## src/rtl/imm_encode_if.sv

```systemverilog
// Handshake bundle for imm_encode: template/immediate request in, encoded instruction out.
// The slave view belongs to the encoder; the master view belongs to the sequencer/memory side.
interface imm_encode_if #(
  parameter int DATA_WIDTH = 32
) ();
  logic                  in_valid_i;
  logic                  in_ready_o;
  logic [2:0]            ImmSrc_i;
  logic [DATA_WIDTH-1:0] base_i;
  logic [DATA_WIDTH-1:0] imm_i;
  logic                  out_valid_o;
  logic                  out_ready_i;
  logic [DATA_WIDTH-1:0] instr_o;
  logic                  err_o;
  logic                  last_o;

  modport slave (
    input  in_valid_i, ImmSrc_i, base_i, imm_i, out_ready_i,
    output in_ready_o, out_valid_o, instr_o, err_o, last_o
  );

  modport master (
    output in_valid_i, ImmSrc_i, base_i, imm_i, out_ready_i,
    input  in_ready_o, out_valid_o, instr_o, err_o, last_o
  );
endinterface

```

## src/rtl/imm_encode.sv

```systemverilog
// Immediate encoder: packs a 32-bit immediate into I/S/B/U/J fields of a template and
// expands LI into LUI+ADDI, behind a single registered output stage.
module imm_encode #(
  parameter int DATA_WIDTH = 32
) (
  input  logic        clk_i,
  input  logic        rst_ni,
  imm_encode_if.slave bus
);

  typedef enum logic [1:0] {
    EMPTY = 2'd0,
    FULL  = 2'd1,
    PEND  = 2'd2
  } state_e;

  localparam logic [6:0] OP_IMM = 7'b0010011;
  localparam logic [6:0] OP_LUI = 7'b0110111;

  localparam logic [2:0] SRC_I  = 3'b000;
  localparam logic [2:0] SRC_S  = 3'b001;
  localparam logic [2:0] SRC_B  = 3'b010;
  localparam logic [2:0] SRC_U  = 3'b011;
  localparam logic [2:0] SRC_J  = 3'b100;
  localparam logic [2:0] SRC_LI = 3'b101;

  state_e                state_q, state_d;
  logic [DATA_WIDTH-1:0] instr_q, instr_d;
  logic [DATA_WIDTH-1:0] pend_q, pend_d;
  logic                  err_q, err_d;
  logic                  last_q, last_d;

  logic [DATA_WIDTH-1:0] enc_instr, enc_addi;
  logic                  enc_err, enc_last, enc_two;
  logic [11:0]           li_lo;
  logic [19:0]           li_hi;
  logic [4:0]            rd;
  logic                  in_ready, out_valid, accept, out_hs;

  // Encoder for the request currently on the input side.
  always_comb begin
    // NOTE: every combinational output is given a default first, so no path infers a latch.
    enc_instr = bus.base_i;
    enc_addi  = '0;
    enc_err   = 1'b0;
    enc_last  = 1'b1;
    enc_two   = 1'b0;
    rd        = bus.base_i[11:7];
    li_lo     = bus.imm_i[11:0];
    li_hi     = bus.imm_i[31:12] + {19'd0, bus.imm_i[11]};

    case (bus.ImmSrc_i)
      SRC_I: begin
        enc_instr = {bus.imm_i[11:0], bus.base_i[19:0]};
        enc_err   = bus.imm_i[31:11] != {21{bus.imm_i[11]}};
      end
      SRC_S: begin
        enc_instr = {bus.imm_i[11:5], bus.base_i[24:12], bus.imm_i[4:0], bus.base_i[6:0]};
        enc_err   = bus.imm_i[31:11] != {21{bus.imm_i[11]}};
      end
      SRC_B: begin
        enc_instr = {bus.imm_i[12], bus.imm_i[10:5], bus.base_i[24:12],
                     bus.imm_i[4:1], bus.imm_i[11], bus.base_i[6:0]};
        enc_err   = (bus.imm_i[31:12] != {20{bus.imm_i[12]}}) || bus.imm_i[0];
      end
      SRC_U: begin
        enc_instr = {bus.imm_i[31:12], bus.base_i[11:0]};
        enc_err   = |bus.imm_i[11:0];
      end
      SRC_J: begin
        enc_instr = {bus.imm_i[20], bus.imm_i[10:1], bus.imm_i[11],
                     bus.imm_i[19:12], bus.base_i[11:0]};
        enc_err   = (bus.imm_i[31:20] != {12{bus.imm_i[20]}}) || bus.imm_i[0];
      end
      SRC_LI: begin
        // hi absorbs the borrow that sign-extending lo will cause in the ADDI.
        if (li_hi == 20'd0) begin
          enc_instr = {li_lo, 5'd0, 3'b000, rd, OP_IMM};
        end else begin
          enc_instr = {li_hi, rd, OP_LUI};
          enc_addi  = {li_lo, rd, 3'b000, rd, OP_IMM};
          enc_last  = 1'b0;
          enc_two   = 1'b1;
        end
      end
      default: enc_err = 1'b1;
    endcase
  end

  // Output-side control.
  always_comb begin
    in_ready  = (state_q == EMPTY) || ((state_q == FULL) && bus.out_ready_i);
    out_valid = state_q != EMPTY;
    accept    = bus.in_valid_i && in_ready;
    out_hs    = out_valid && bus.out_ready_i;
  end

  assign bus.in_ready_o  = in_ready;
  assign bus.out_valid_o = out_valid;
  assign bus.instr_o     = instr_q;
  assign bus.err_o       = err_q;
  assign bus.last_o      = last_q;

  // Next state and next output word.
  always_comb begin
    state_d = state_q;
    instr_d = instr_q;
    err_d   = err_q;
    last_d  = last_q;
    pend_d  = pend_q;

    case (state_q)
      FULL: if (out_hs) state_d = EMPTY;
      PEND: begin
        if (out_hs) begin
          state_d = FULL;
          instr_d = pend_q;
          err_d   = 1'b0;
          last_d  = 1'b1;
        end
      end
      EMPTY:   state_d = EMPTY;
      default: state_d = EMPTY;
    endcase

    // Accept only happens from EMPTY or from FULL while the held word drains.
    if (accept) begin
      state_d = enc_two ? PEND : FULL;
      instr_d = enc_instr;
      err_d   = enc_err;
      last_d  = enc_last;
      pend_d  = enc_addi;
    end
  end

  always_ff @(posedge clk_i or negedge rst_ni) begin
    if (!rst_ni) begin
      // NOTE: the latched ADDI is cleared as well, so nothing stale can surface after reset.
      state_q <= EMPTY;
      instr_q <= '0;
      err_q   <= 1'b0;
      last_q  <= 1'b0;
      pend_q  <= '0;
    end else begin
      // NOTE: non-blocking updates so every flop samples the pre-edge values.
      state_q <= state_d;
      instr_q <= instr_d;
      err_q   <= err_d;
      last_q  <= last_d;
      pend_q  <= pend_d;
    end
  end

endmodule

```

## src/flat_wrapper.sv

```systemverilog
// flat-port wrapper written by rule: the top's interface ports become plain ports
module imm_encode_flat 
#(
  parameter int DATA_WIDTH = 32
)
  (clk_i, rst_ni, bus_in_valid_i, bus_ImmSrc_i, bus_base_i, bus_imm_i, bus_out_ready_i, bus_in_ready_o, bus_out_valid_o, bus_instr_o, bus_err_o, bus_last_o);
  imm_encode_if #(.DATA_WIDTH(DATA_WIDTH)) bus_i ();
  input  logic clk_i;
  input  logic rst_ni;
  input wire logic [$bits(bus_i.in_valid_i)-1:0] bus_in_valid_i;
  input wire logic [$bits(bus_i.ImmSrc_i)-1:0] bus_ImmSrc_i;
  input wire logic [$bits(bus_i.base_i)-1:0] bus_base_i;
  input wire logic [$bits(bus_i.imm_i)-1:0] bus_imm_i;
  input wire logic [$bits(bus_i.out_ready_i)-1:0] bus_out_ready_i;
  output wire logic [$bits(bus_i.in_ready_o)-1:0] bus_in_ready_o;
  output wire logic [$bits(bus_i.out_valid_o)-1:0] bus_out_valid_o;
  output wire logic [$bits(bus_i.instr_o)-1:0] bus_instr_o;
  output wire logic [$bits(bus_i.err_o)-1:0] bus_err_o;
  output wire logic [$bits(bus_i.last_o)-1:0] bus_last_o;
  assign bus_i.in_valid_i = bus_in_valid_i;
  assign bus_i.ImmSrc_i = bus_ImmSrc_i;
  assign bus_i.base_i = bus_base_i;
  assign bus_i.imm_i = bus_imm_i;
  assign bus_i.out_ready_i = bus_out_ready_i;
  assign bus_in_ready_o = bus_i.in_ready_o;
  assign bus_out_valid_o = bus_i.out_valid_o;
  assign bus_instr_o = bus_i.instr_o;
  assign bus_err_o = bus_i.err_o;
  assign bus_last_o = bus_i.last_o;
  imm_encode #(.DATA_WIDTH(DATA_WIDTH)) u_core (.clk_i(clk_i), .rst_ni(rst_ni), .bus(bus_i));
endmodule
```

## config.mk

```make
export PLATFORM = sky130hd
export DESIGN_NAME = imm_encode_flat
export DESIGN_NICKNAME = d
export VERILOG_FILES = /design/src/rtl/imm_encode_if.sv /design/src/rtl/imm_encode.sv /design/src/flat_wrapper.sv
export SDC_FILE = /design/constraint.sdc
export NUM_CORES = 1
export LEC_CHECK = 0
export ABC_AREA = 0
export CORE_MARGIN = 8
export CORE_UTILIZATION = 35
export CTS_CLUSTER_SIZE = 10
export DETAILED_ROUTE_END_ITERATION = 8
export GPL_ROUTABILITY_DRIVEN = 0
export PLACE_DENSITY = 0.72
export SYNTH_ARGS = -nofsm -noshare
export SYNTH_HDL_FRONTEND = slang
export SYNTH_SLANG_ARGS = --single-unit
```

## constraint.sdc

```tcl
create_clock -name clk_i -period 5.35 [get_ports clk_i]
set_clock_uncertainty 0.1 [all_clocks]
set_input_delay 1.07 -clock clk_i [delete_from_list [all_inputs] [get_ports clk_i]]
set_output_delay 1.07 -clock clk_i [all_outputs]
set_load 0.005 [all_outputs]
```

After elaboration in Yosys (flattened, before gate mapping). Cells that the tools add are included.

Register bits after elaboration: 68.

Reduce and logical (&&, ||, !) cells: 16. Mux-type cells: 23. Equality and inequality tests: 12. $add $sub $neg: 1.

Operators with widths (number): two-way mux 32 bit (6); case mux 32 bit (6 select lines) (1); adder 20 x 1 -> 20 bit (1); logical NOT 20 bit (1); inequality test 20 bit (1); inequality test 19 bit (1); OR reduction 12 bit (1); inequality test 11 bit (1); two-way mux 1 bit (10); two-way mux 2 bit (4); equality test 3 x 2 -> 1 bit (second input constant) (2); equality test 3 bit (second input constant) (2); inequality test 3 x 1 -> 1 bit (second input constant) (2); nonzero test 2 bit (3); case mux 1 bit (5 select lines) (1); case mux 2 bit (2 select lines) (1); AND reduction 2 bit (2); equality test 3 x 1 -> 1 bit (second input constant) (1); logical AND 1 bit (3); logical NOT 3 bit (1); logical OR 1 bit (3); equality test 2 x 1 -> 1 bit (second input constant) (1); equality test 2 bit (second input constant) (1); logical NOT 2 bit (1); OR reduction 2 bit (1).

Longest topological paths before layout. Gate-level depths: netlist of run 1.

Depth after elaboration: 6. Depth in mapped cells: 9. Depth with buffers taken out: 8.

Worst setup path after synthesis of run 1. Ideal clock, no wire load.

Kind: input to register. Start point: input port bus_imm_i[11]. End point: register u_core.instr_q[22], in the netlist u_core.bus.instr_o[22]. Path buffers: 1. Path slack: 1.636 ns. Required time: 5.170 ns. Arrival: 3.534 ns. Stages on the path: 9. Path through: ha_1 -> ha_1 -> nand4_1 -> nor2_1 -> mux2_2 -> or4_4 -> or4_4 -> buf_6 -> o211ai_2.

Cells in the longest elaborated chain, start to end: 5.

Ends and longest elaborated chain: start, declared (line flat_wrapper.sv:13) `input wire logic [$bits(bus_i.imm_i)-1:0] bus_imm_i;`; adder 20 x 1 -> 20 bit * (line imm_encode.sv:50) `li_hi = bus.imm_i[31:12] + {19'd0, bus.imm_i[11]};`; logical NOT 20 bit (line imm_encode.sv:77) `if (li_hi == 20'd0) begin`; two-way mux 32 bit * (line imm_encode.sv:77); case mux 32 bit (6 select lines) * (line imm_encode.sv:52) `case (bus.ImmSrc_i)`; two-way mux 32 bit * (line imm_encode.sv:127) `if (accept) begin`; end signal, assigned (line imm_encode.sv:147) `instr_q <= instr_d;`; end, declared (line imm_encode.sv:28) `logic [DATA_WIDTH-1:0] instr_q, instr_d;`.

Every way passes the cells marked *; elsewhere a longest branch is shown, timed or not. A chain may end at the register's enable or synchronous reset.

Worst setup path in the final report of run 1.
Start point: input port bus_imm_i[12]. End point: register u_core.state_q[0].

Cells in the longest elaborated chain, start to end: 6.

Ends and longest elaborated chain: adder 20 x 1 -> 20 bit (line imm_encode.sv:50); logical NOT 20 bit (line imm_encode.sv:77); two-way mux 1 bit (line imm_encode.sv:77); two-way mux 1 bit (line imm_encode.sv:52); two-way mux 2 bit (line imm_encode.sv:128) `state_d = enc_two ? PEND : FULL;`; two-way mux 2 bit (line imm_encode.sv:127); end signal, assigned (line imm_encode.sv:146) `state_q <= state_d;`; end, declared (line imm_encode.sv:27) `state_e state_q, state_d;`.

Every way passes these cells.

==> flow_summary.html, run 1 <==
<table>
<tr><th>Metric</th><th>Value</th></tr>
<tr><th colspan="2">Status</th></tr>
<tr><td>Status</td><td>finished, final reports clean</td></tr>
<tr><th colspan="2">Logic synthesis</th></tr>
<tr><td>Seq cells post-synth</td><td>54</td></tr>
<tr><td>Post-Synthesis Cells</td><td>561</td></tr>
<tr><td>Yosys synthesis warning count</td><td>0</td></tr>
<tr><td>Register area share after synthesis</td><td>0.3119</td></tr>
<tr><td>Number of flops mapped to enable cells by yosys</td><td>0</td></tr>
<tr><td>Unique cell type count in the Yosys netlist</td><td>61</td></tr>
<tr><td>Syn nets</td><td>635</td></tr>
<tr><td>Netlist area before placement</td><td>0.004333 mm^2</td></tr>
<tr><td>Share of synthesized flip-flops with an asynchronous set or reset</td><td>1.000</td></tr>
<tr><td>Post-synthesis area per instance</td><td>7.724 um^2</td></tr>
<tr><td>Dominant register cell in the synthesized netlist</td><td>dfrtp_1</td></tr>
<tr><th colspan="2">STA</th></tr>
<tr><td>Worst slew margin relative to its limit</td><td>0.1747</td></tr>
<tr><td>RSZ-0062 raised after global routing</td><td>false</td></tr>
<tr><td>Part of the cycle the worst path needs</td><td>0.8171</td></tr>
<tr><td>Number of setup violations in the final report</td><td>0</td></tr>
<tr><td>Setup TNS</td><td>0 ns</td></tr>
<tr><td>Least-Margin Pin Slew</td><td>1.234 ns</td></tr>
<tr><td>Final number of max-transition violations</td><td>0</td></tr>
<tr><td>Fin crit period</td><td>4.371 ns</td></tr>
<tr><td>Final Hold Violating Endpoints</td><td>0</td></tr>
<tr><td>Fmax achieved</td><td>0.2288 GHz</td></tr>
<tr><th colspan="2">Floorplanning</th></tr>
<tr><td>Die area</td><td>0.01620 mm^2</td></tr>
<tr><td>Die span in x</td><td>127.3 um</td></tr>
<tr><td>Number of ports placed on the die boundary</td><td>107</td></tr>
<tr><td>Initial Util</td><td>0.3592</td></tr>
<tr><td>Y dimension of the die</td><td>127.3 um</td></tr>
<tr><td>Standard cell core area</td><td>0.01206 mm^2</td></tr>
<tr><td>Standard-cell rows</td><td>40</td></tr>
<tr><th colspan="2">Clocking</th></tr>
<tr><td>Hold buffer count at CTS</td><td>0</td></tr>
<tr><td>Buffer depth of the longest clock path</td><td>2</td></tr>
<tr><td>Number of buffers inserted to repair setup after CTS</td><td>0</td></tr>
<tr><td>Number of clock buffers inserted by TritonCTS</td><td>5</td></tr>
<tr><td>Clock Pin Slew Worst Setup and Hold Paths</td><td>0.08 ns</td></tr>
<tr><td>Clock tree from TritonCTS</td><td>built</td></tr>
<tr><td>Resized Gates After CTS</td><td>0</td></tr>
<tr><td>CTS sink count</td><td>54</td></tr>
<tr><td>Insertion delay to the later sink of the worst-skew pair</td><td>0.30 ns</td></tr>
<tr><td>Cell at the root of the clock tree</td><td>clkbuf_16</td></tr>
<tr><td>Number of H-tree branching levels</td><td>2</td></tr>
<tr><th colspan="2">Power</th></tr>
<tr><td>Switch share</td><td>0.3287</td></tr>
<tr><td>Portion of total power attributed to sequential cells</td><td>0.385</td></tr>
<tr><td>Pwr/cell area</td><td>234.2 mW/mm^2</td></tr>
<tr><td>Peak supply drop</td><td>158.6 uV</td></tr>
<tr><td>Power share of the combinational group</td><td>0.349</td></tr>
<tr><td>Clk network pwr share</td><td>0.266</td></tr>
<tr><td>Reported leakage power</td><td>0.002158 uW</td></tr>
<tr><td>Design internal power</td><td>880.8 uW</td></tr>
<tr><td>Switching power of the nets</td><td>431.3 uW</td></tr>
<tr><th colspan="2">Place</th></tr>
<tr><td>Placed wire-length estimate after detailed placement</td><td>11430 um</td></tr>
<tr><td>Placed cells</td><td>792</td></tr>
<tr><td>Port buffer count</td><td>106</td></tr>
<tr><th colspan="2">Worst setup path</th></tr>
<tr><td>Startpoint of the most critical register-to-register path</td><td>u_core.state_q[1]</td></tr>
<tr><td>Worst setup path endpoint</td><td>u_core.state_q[0]</td></tr>
<tr><td>Max FO, Critical Path</td><td>10</td></tr>
<tr><td>Longest individual stage delay on the worst path</td><td>0.64 ns</td></tr>
<tr><td>Worst setup startpoint</td><td>bus_imm_i[12]</td></tr>
<tr><td>Total buffers and inverters traversed by the critical path</td><td>1</td></tr>
<tr><td>Kind of end point of the critical path</td><td>register</td></tr>
<tr><td>Setup slack on the worst flop-to-flop path</td><td>2.79 ns</td></tr>
<tr><td>Reg2reg path depth</td><td>7</td></tr>
<tr><td>Critical path launch point type</td><td>input port</td></tr>
<tr><td>Worst-path cell chain</td><td>clkdlybuf4s50_1 -&gt; ha_1 -&gt; ha_1 -&gt; nand4_1 -&gt; nor2_1 -&gt; mux2_2 -&gt; or4_4 -&gt; o41ai_4 -&gt; a31o_1</td></tr>
<tr><td>Worst setup path category</td><td>input port to register</td></tr>
<tr><td>Terminus of the critical flop-to-flop path</td><td>u_core.bus.instr_o[26]</td></tr>
<tr><td>Arr. time, crit path</td><td>4.51 ns</td></tr>
<tr><td>Most repeated library cell on the critical path</td><td>ha_1</td></tr>
<tr><td>Number of logic stages on the critical path including buffering</td><td>9</td></tr>
<tr><td>CP max stage cell</td><td>o41ai_4</td></tr>
<tr><td>Family of cells with the greatest summed delay on the critical path</td><td>simple AND/OR/NAND/NOR gates</td></tr>
<tr><td>Required arrival time at the worst endpoint</td><td>5.49 ns</td></tr>
<tr><th colspan="2">GRT</th></tr>
<tr><td>Pin count of the biggest net entering global routing</td><td>55</td></tr>
<tr><td>M1 GR Usage</td><td>0.2420</td></tr>
<tr><td>GR Overflow Total</td><td>0</td></tr>
<tr><td>First-pass GRT wire length</td><td>25050 um</td></tr>
<tr><td>Global Route met3 Usage</td><td>0.03245</td></tr>
<tr><td>Via count of the first global-routing pass</td><td>4735</td></tr>
<tr><td>Most heavily used metal layer in global routing</td><td>met2</td></tr>
<tr><td>Aggregate global-route resource usage</td><td>0.1879</td></tr>
<tr><td>Met2 Usage GRT</td><td>0.3100</td></tr>
<tr><td>Initial antenna violation count</td><td>0</td></tr>
<tr><th colspan="2">Cells and area</th></tr>
<tr><td>Total of fill cells in the finished design</td><td>1164</td></tr>
<tr><td>Diodes inserted</td><td>0</td></tr>
<tr><td>Area taken by flip-flops and latches</td><td>0.001351 mm^2</td></tr>
<tr><td>Final non-filler cell total</td><td>800</td></tr>
<tr><td>Fin util</td><td>0.4645</td></tr>
<tr><td>Fraction of final layout cells with drive strength greater than 1</td><td>0.05854</td></tr>
<tr><td>Combined area of the multi-input logic cells</td><td>0.002696 mm^2</td></tr>
<tr><td>Final #Nets</td><td>705</td></tr>
<tr><td>Area delta synth-&gt;final</td><td>29.31%</td></tr>
<tr><th colspan="2">Worst hold path</th></tr>
<tr><td>Hold/Removal Path Class</td><td>register to register</td></tr>
<tr><th colspan="2">Detailed routing</th></tr>
<tr><td>Antenna viol nets, final</td><td>0</td></tr>
<tr><td>Number of detailed-routing iterations run before antenna repair</td><td>6</td></tr>
<tr><td>Avg Vias per Cell</td><td>6.038</td></tr>
<tr><td>Number of DRC markers after the initial detailed-route iteration</td><td>578</td></tr>
<tr><td>Post-detailed-routing wire length</td><td>15520 um</td></tr>
<tr><td>Wire length per cell after detailed routing</td><td>19.40 um</td></tr>
<tr><td>Post-route DRC</td><td>0</td></tr>
<tr><td>Number of vias after detailed routing</td><td>4830</td></tr>
<tr><th colspan="2">Flow run</th></tr>
<tr><td>Max Cap Violations</td><td>0</td></tr>
</table>
-- cell type report --
class,instances,area share
inverters,14,0.009379
flip-flops and latches,54,0.2412
multi-input cells,439,0.4812
well taps,168,0.03752
clock inverters,3,0.005136
repair buffers,117,0.2032
clock buffers,5,0.02233
-- cell usage after synthesis, drive strengths merged (12+ instances only) --
master	instances	area (um^2)
dfrtp	54	1351
buf	23	123.9
nand3	50	250.2
clkbuf	31	116.4
nor3	20	100.1
xor2	13	113.9
o21ai	48	240.2
a21oi	32	160.2
nor2	42	165.2
mux2i	18	180.2
o31ai	12	90.09
inv	14	52.55
a31oi	17	106.4
nand2	60	225.2
-- per-layer routing --
metal,vias up,part of all wire
li1,2233,-
met1,2272,0.42
met2,289,0.47
met3,36,0.091
met4,0,0.025
met5,-,0
-- how the worst min path moves through the flow --
stage | from | endpoint | slack (ns) | depth (start not counted)
after global placement | u_core.pend_q[17] | u_core.pend_q[17] | 0.36 | 2
after floorplan | u_core.pend_q[16] | u_core.pend_q[16] | 0.34 | 2
final | u_core.pend_q[4] | u_core.pend_q[4] | 0.38 | 2
after CTS | u_core.pend_q[27] | u_core.pend_q[27] | 0.39 | 2
after detailed placement | u_core.pend_q[31] | u_core.pend_q[31] | 0.37 | 2
after global routing | u_core.pend_q[31] | u_core.pend_q[31] | 0.40 | 2
-- cells in the final DEF, fill, tap and decap left out, drive strengths merged, types with 13 or more instances in the layout --
| master | n |
|---|---|
| a21oi | 32 |
| clkdlybuf4s50 | 105 |
| nand2 | 60 |
| xor2 | 13 |
| nor2 | 42 |
| inv | 15 |
| dfrtp | 54 |
| nand3 | 50 |
| o21ai | 48 |
| mux2i | 18 |
| nor3 | 20 |
| a31oi | 17 |
-- state kept, by name, summed over array words and instances, names as in the netlist --
name                count
u_core.pend_q          18
u_core.state_q          2
u_core.bus.instr_o     32
u_core.bus.last_o       1
u_core.bus.err_o        1
-- tightest hold or removal path: stages (launching register included) --
cell and delay (ns):
dfrtp_1 0.34, nand2_1 0.05, o21ai_0 0.06
-- through the flow --
| step | power (uW) | setup slack, ns | instance area, um^2 | hold slack (ns) |
|---|---|---|---|---|
| after floorplan | 726.1 | 1.636 | 4333 | 0.3418 |
| after global placement | 957.1 | 0.8041 | 5449 | 0.3566 |
| after detailed placement | 968.8 | 0.7202 | 5449 | 0.3671 |
| after CTS | 1315 | 1.032 | 5603 | 0.3869 |
| after global routing | 1378 | 0.8760 | 5603 | 0.4026 |
| final | 1312 | 0.9786 | 5603 | 0.3833 |
-- cells by family (layout without fill, tap and decap cells) --
kind of cell             count (synthesis)  in the layout  share of synthesized area
multiplexers                            19             19                    0.04418
XOR/XNOR                                19             19                    0.03841
adder cells (fa/ha/maj)                  3              3                   0.008664
buffers and inverters                   68            139                    0.06757
AO/OA/AOI/OAI                          173            173                     0.2700
flip-flops                              54             54                     0.3119
AND/OR/NAND/NOR                        225            225                     0.2593
-- power groups by stage --
| stage | logic [uW] | clock network [uW] | registers [uW] |
|---|---|---|---|
| finish | 458 | 349 | 505 |
| CTS | 458 | 353 | 505 |
| floorplan | 217 | 0 | 510 |
| global route | 500 | 366 | 512 |
| global placement | 447 | 0 | 510 |
| detailed placement | 456 | 0 | 513 |
Note: power is estimated with default switching activity, not from simulation.
==> run 2: changes to the inputs <==
Clock period 5.35 ns to 4.26 ns, I/O delays scaled along.
==> flow_summary.html, run 2 (same netlist as run 1, synthesis figures left out) <==
<table>
<tr><th>Metric</th><th>Value</th></tr>
<tr><th colspan="2">Cells and area</th></tr>
<tr><td>Most frequent cells in the layout</td><td>105 x clkdlybuf4s50_1, 60 x nand2_1, 54 x dfrtp_1, 49 x nand3_1</td></tr>
<tr><td>Area delta synth-&gt;final</td><td>33.50%</td></tr>
<tr><td>Diodes inserted</td><td>0 (unchanged)</td></tr>
<tr><td>Most common cell after layout, fill and taps aside</td><td>clkdlybuf4s50_1</td></tr>
<tr><td>Total of fill cells in the finished design</td><td>1174 (+0.86%)</td></tr>
<tr><td>Combined area of the multi-input logic cells</td><td>0.002696 mm^2 (unchanged)</td></tr>
<tr><td>Largest register FFs</td><td>32 (unchanged)</td></tr>
<tr><td>Fraction of final layout cells with drive strength greater than 1</td><td>0.08882 (+0.03028)</td></tr>
<tr><td>Final #Nets</td><td>726 (+3.0%)</td></tr>
<tr><td>Area taken by flip-flops and latches</td><td>0.001351 mm^2 (unchanged)</td></tr>
<tr><th colspan="2">Detailed routing</th></tr>
<tr><td>Wire length per cell after detailed routing</td><td>18.96 um (-2.2%)</td></tr>
<tr><td>Avg Vias per Cell</td><td>5.944 (-1.5%)</td></tr>
<tr><td>Number of detailed-routing iterations run before antenna repair</td><td>5 (-1)</td></tr>
<tr><td>Antenna viol nets, final</td><td>0 (unchanged)</td></tr>
<tr><td>Number of vias after detailed routing</td><td>4880 (+1.0%)</td></tr>
<tr><td>Post-detailed-routing wire length</td><td>15570 um (+0.32%)</td></tr>
<tr><td>Post-route DRC</td><td>0 (unchanged)</td></tr>
<tr><td>Number of DRC markers after the initial detailed-route iteration</td><td>458 (-21%)</td></tr>
<tr><th colspan="2">GRT</th></tr>
<tr><td>GR Overflow Total</td><td>0 (unchanged)</td></tr>
<tr><td>First-pass GRT wire length</td><td>24490 um (-2.3%)</td></tr>
<tr><td>Aggregate global-route resource usage</td><td>0.1857 (-0.002180)</td></tr>
<tr><td>Pin count of the biggest net entering global routing</td><td>55 (unchanged)</td></tr>
<tr><td>Via count of the first global-routing pass</td><td>4801 (+1.4%)</td></tr>
<tr><td>Initial antenna violation count</td><td>0 (unchanged)</td></tr>
<tr><th colspan="2">Worst setup path</th></tr>
<tr><td>Arr. time, crit path</td><td>3.91 ns (-0.60 ns)</td></tr>
<tr><td>Critical path launch point type</td><td>input port</td></tr>
<tr><td>Max FO, Critical Path</td><td>11 (+1)</td></tr>
<tr><td>Required arrival time at the worst endpoint</td><td>4.37 ns (-1.12 ns)</td></tr>
<tr><td>Kind of end point of the critical path</td><td>register</td></tr>
<tr><td>Worst setup path category</td><td>input port to register</td></tr>
<tr><th colspan="2">STA</th></tr>
<tr><td>RSZ-0062 raised after global routing</td><td>false</td></tr>
<tr><td>Part of the cycle the worst path needs</td><td>0.8929</td></tr>
<tr><td>Fin crit period</td><td>3.804 ns</td></tr>
<tr><td>Setup TNS</td><td>0 ns (unchanged)</td></tr>
<tr><td>Worst slew margin relative to its limit</td><td>0.3597 (+0.1850)</td></tr>
<tr><td>Final Hold Violating Endpoints</td><td>0 (unchanged)</td></tr>
<tr><td>Final number of max-transition violations</td><td>0 (unchanged)</td></tr>
<tr><td>Number of setup violations in the final report</td><td>0 (unchanged)</td></tr>
<tr><td>Least-Margin Pin Slew</td><td>0.9605 ns (-0.2738 ns)</td></tr>
<tr><td>Fmax achieved</td><td>0.2629 GHz</td></tr>
<tr><th colspan="2">Place</th></tr>
<tr><td>Port buffer count</td><td>106 (unchanged)</td></tr>
<tr><td>Placed wire-length estimate after detailed placement</td><td>11860 um (+3.8%)</td></tr>
<tr><th colspan="2">Floorplanning</th></tr>
<tr><td>Y dimension of the die</td><td>127.3 um (unchanged)</td></tr>
<tr><td>Number of ports placed on the die boundary</td><td>107 (unchanged)</td></tr>
<tr><td>Die area</td><td>0.01620 mm^2 (unchanged)</td></tr>
<tr><td>Die span in x</td><td>127.3 um (unchanged)</td></tr>
<tr><td>Standard cell core area</td><td>0.01206 mm^2 (unchanged)</td></tr>
<tr><td>Standard-cell rows</td><td>40 (unchanged)</td></tr>
<tr><td>Initial Util</td><td>0.3592 (unchanged)</td></tr>
<tr><th colspan="2">Clocking</th></tr>
<tr><td>Cell at the root of the clock tree</td><td>clkbuf_16</td></tr>
<tr><td>Resized Gates After CTS</td><td>0 (unchanged)</td></tr>
<tr><td>Clock tree from TritonCTS</td><td>built</td></tr>
<tr><td>Insertion delay to the later sink of the worst-skew pair</td><td>0.30 ns (about the same)</td></tr>
<tr><td>Hold buffer count at CTS</td><td>0 (unchanged)</td></tr>
<tr><td>CTS sink count</td><td>54 (unchanged)</td></tr>
<tr><td>Buffer depth of the longest clock path</td><td>2 (unchanged)</td></tr>
<tr><td>Number of H-tree branching levels</td><td>2 (unchanged)</td></tr>
<tr><td>Clock Pin Slew Worst Setup and Hold Paths</td><td>0.07 ns (about the same)</td></tr>
<tr><td>Number of buffers inserted to repair setup after CTS</td><td>0 (unchanged)</td></tr>
<tr><td>Number of clock buffers inserted by TritonCTS</td><td>5 (unchanged)</td></tr>
<tr><th colspan="2">Power</th></tr>
<tr><td>Reported leakage power</td><td>0.002272 uW (+5.3%)</td></tr>
<tr><td>Peak supply drop</td><td>146.5 uV (-7.6%)</td></tr>
<tr><td>Sum of internal, switching and leakage power</td><td>1713 uW (+31%)</td></tr>
<tr><td>Pwr/cell area</td><td>296.1 mW/mm^2 (+26%)</td></tr>
<tr><th colspan="2">Flow run</th></tr>
<tr><td>Max Cap Violations</td><td>0 (unchanged)</td></tr>
<tr><th colspan="2">Status</th></tr>
<tr><td>Status</td><td>finished, final reports clean</td></tr>
<tr><th colspan="2">Worst hold path</th></tr>
<tr><td>Hold/Removal Path Class</td><td>register to register</td></tr>
</table>
run 2: cell types whose count changed in the layout (fill, tap and decap cells not counted), sizes merged:
cell | before | now
clkinv | 2 | 0
clkbuf | 5 | 6
buf | 12 | 33
bufinv | 0 | 1
run 2: per-stage QoR:
step | hold WS (ns) | worst slack, ns | cells | utilization | area [um^2]
4_1_cts | 0.3815 | 0.4890 | 821 | 0.4796 | 5784
3_5_place_dp | 0.3662 | 0.1712 | 813 | 0.4648 | 5607
5_1_grt | 0.4075 | 0.3157 | 821 | 0.4796 | 5784
3_3_place_gp | 0.3560 | 0.2534 | 813 | 0.4648 | 5607
2_1_floorplan | 0.3418 | 0.7641 | 561 | - | 4333
6_report | 0.3784 | 0.4561 | 821 | 0.4796 | 5784
run 2: final cells by class:
class | instances | share of cell area
Clock buffer | 6 | 0.02401
Clock inverter | 2 | 0.006706
Inverter | 14 | 0.009085
Multi-Input combinational cell | 439 | 0.4661
Sequential cell | 54 | 0.2336
Tap cell | 168 | 0.03634
Timing Repair Buffer | 138 | 0.2241
run 2: worst paths after layout:
kind,cells past startpoint,end,start,slack (ns)
setup / recovery,9,u_core.bus.instr_o[21],bus_imm_i[12],0.46
hold / removal,2,u_core.pend_q[27],u_core.pend_q[27],0.38
setup reg to reg,7,u_core.bus.instr_o[27],u_core.state_q[0],1.85
hold reg to reg,2,u_core.pend_q[27],u_core.pend_q[27],0.38
max in group asynchronous,2,u_core.pend_q[31],rst_ni,2.99
min in group asynchronous,2,u_core.pend_q[25],rst_ni,0.58
run 2: where the power goes:
part	leakage (uW)	internal [uW]	switching (uW)	total [uW]
Clock	0.0000875	296	193	489
Combinational	0.00152	306	283	589
Sequential	0.000661	587	47.8	635
Total	0.00227	1190	524	1710
run 2: worst max-delay path: stages:
cell and delay [ns]:
clkdlybuf4s50_1 0.58, ha_1 0.31, ha_1 0.21, nand4_1 0.12, nor2_1 0.21, mux2_2 0.35
or4_4 0.52, or4_4 0.54, o211ai_1 0.22
run 2: routing by layer:
metal	part of all wire	routed length, um	up-vias	global-route usage
li1	-	-	2266	-
met3	0.094	1466	30	0.03702
met4	0.020	314	0	0.06298
met5	0	0	-	0
met2	0.48	7522	288	0.3147
met1	0.40	6265	2296	0.2304
==> run 3: changes to the inputs <==
Settings changed: SETUP_SLACK_MARGIN set to 0.15, SKIP_CTS_REPAIR_TIMING set to 1.
==> results of run 3 <==
The final DEF is identical to that of run 2; final timing and power are the same.
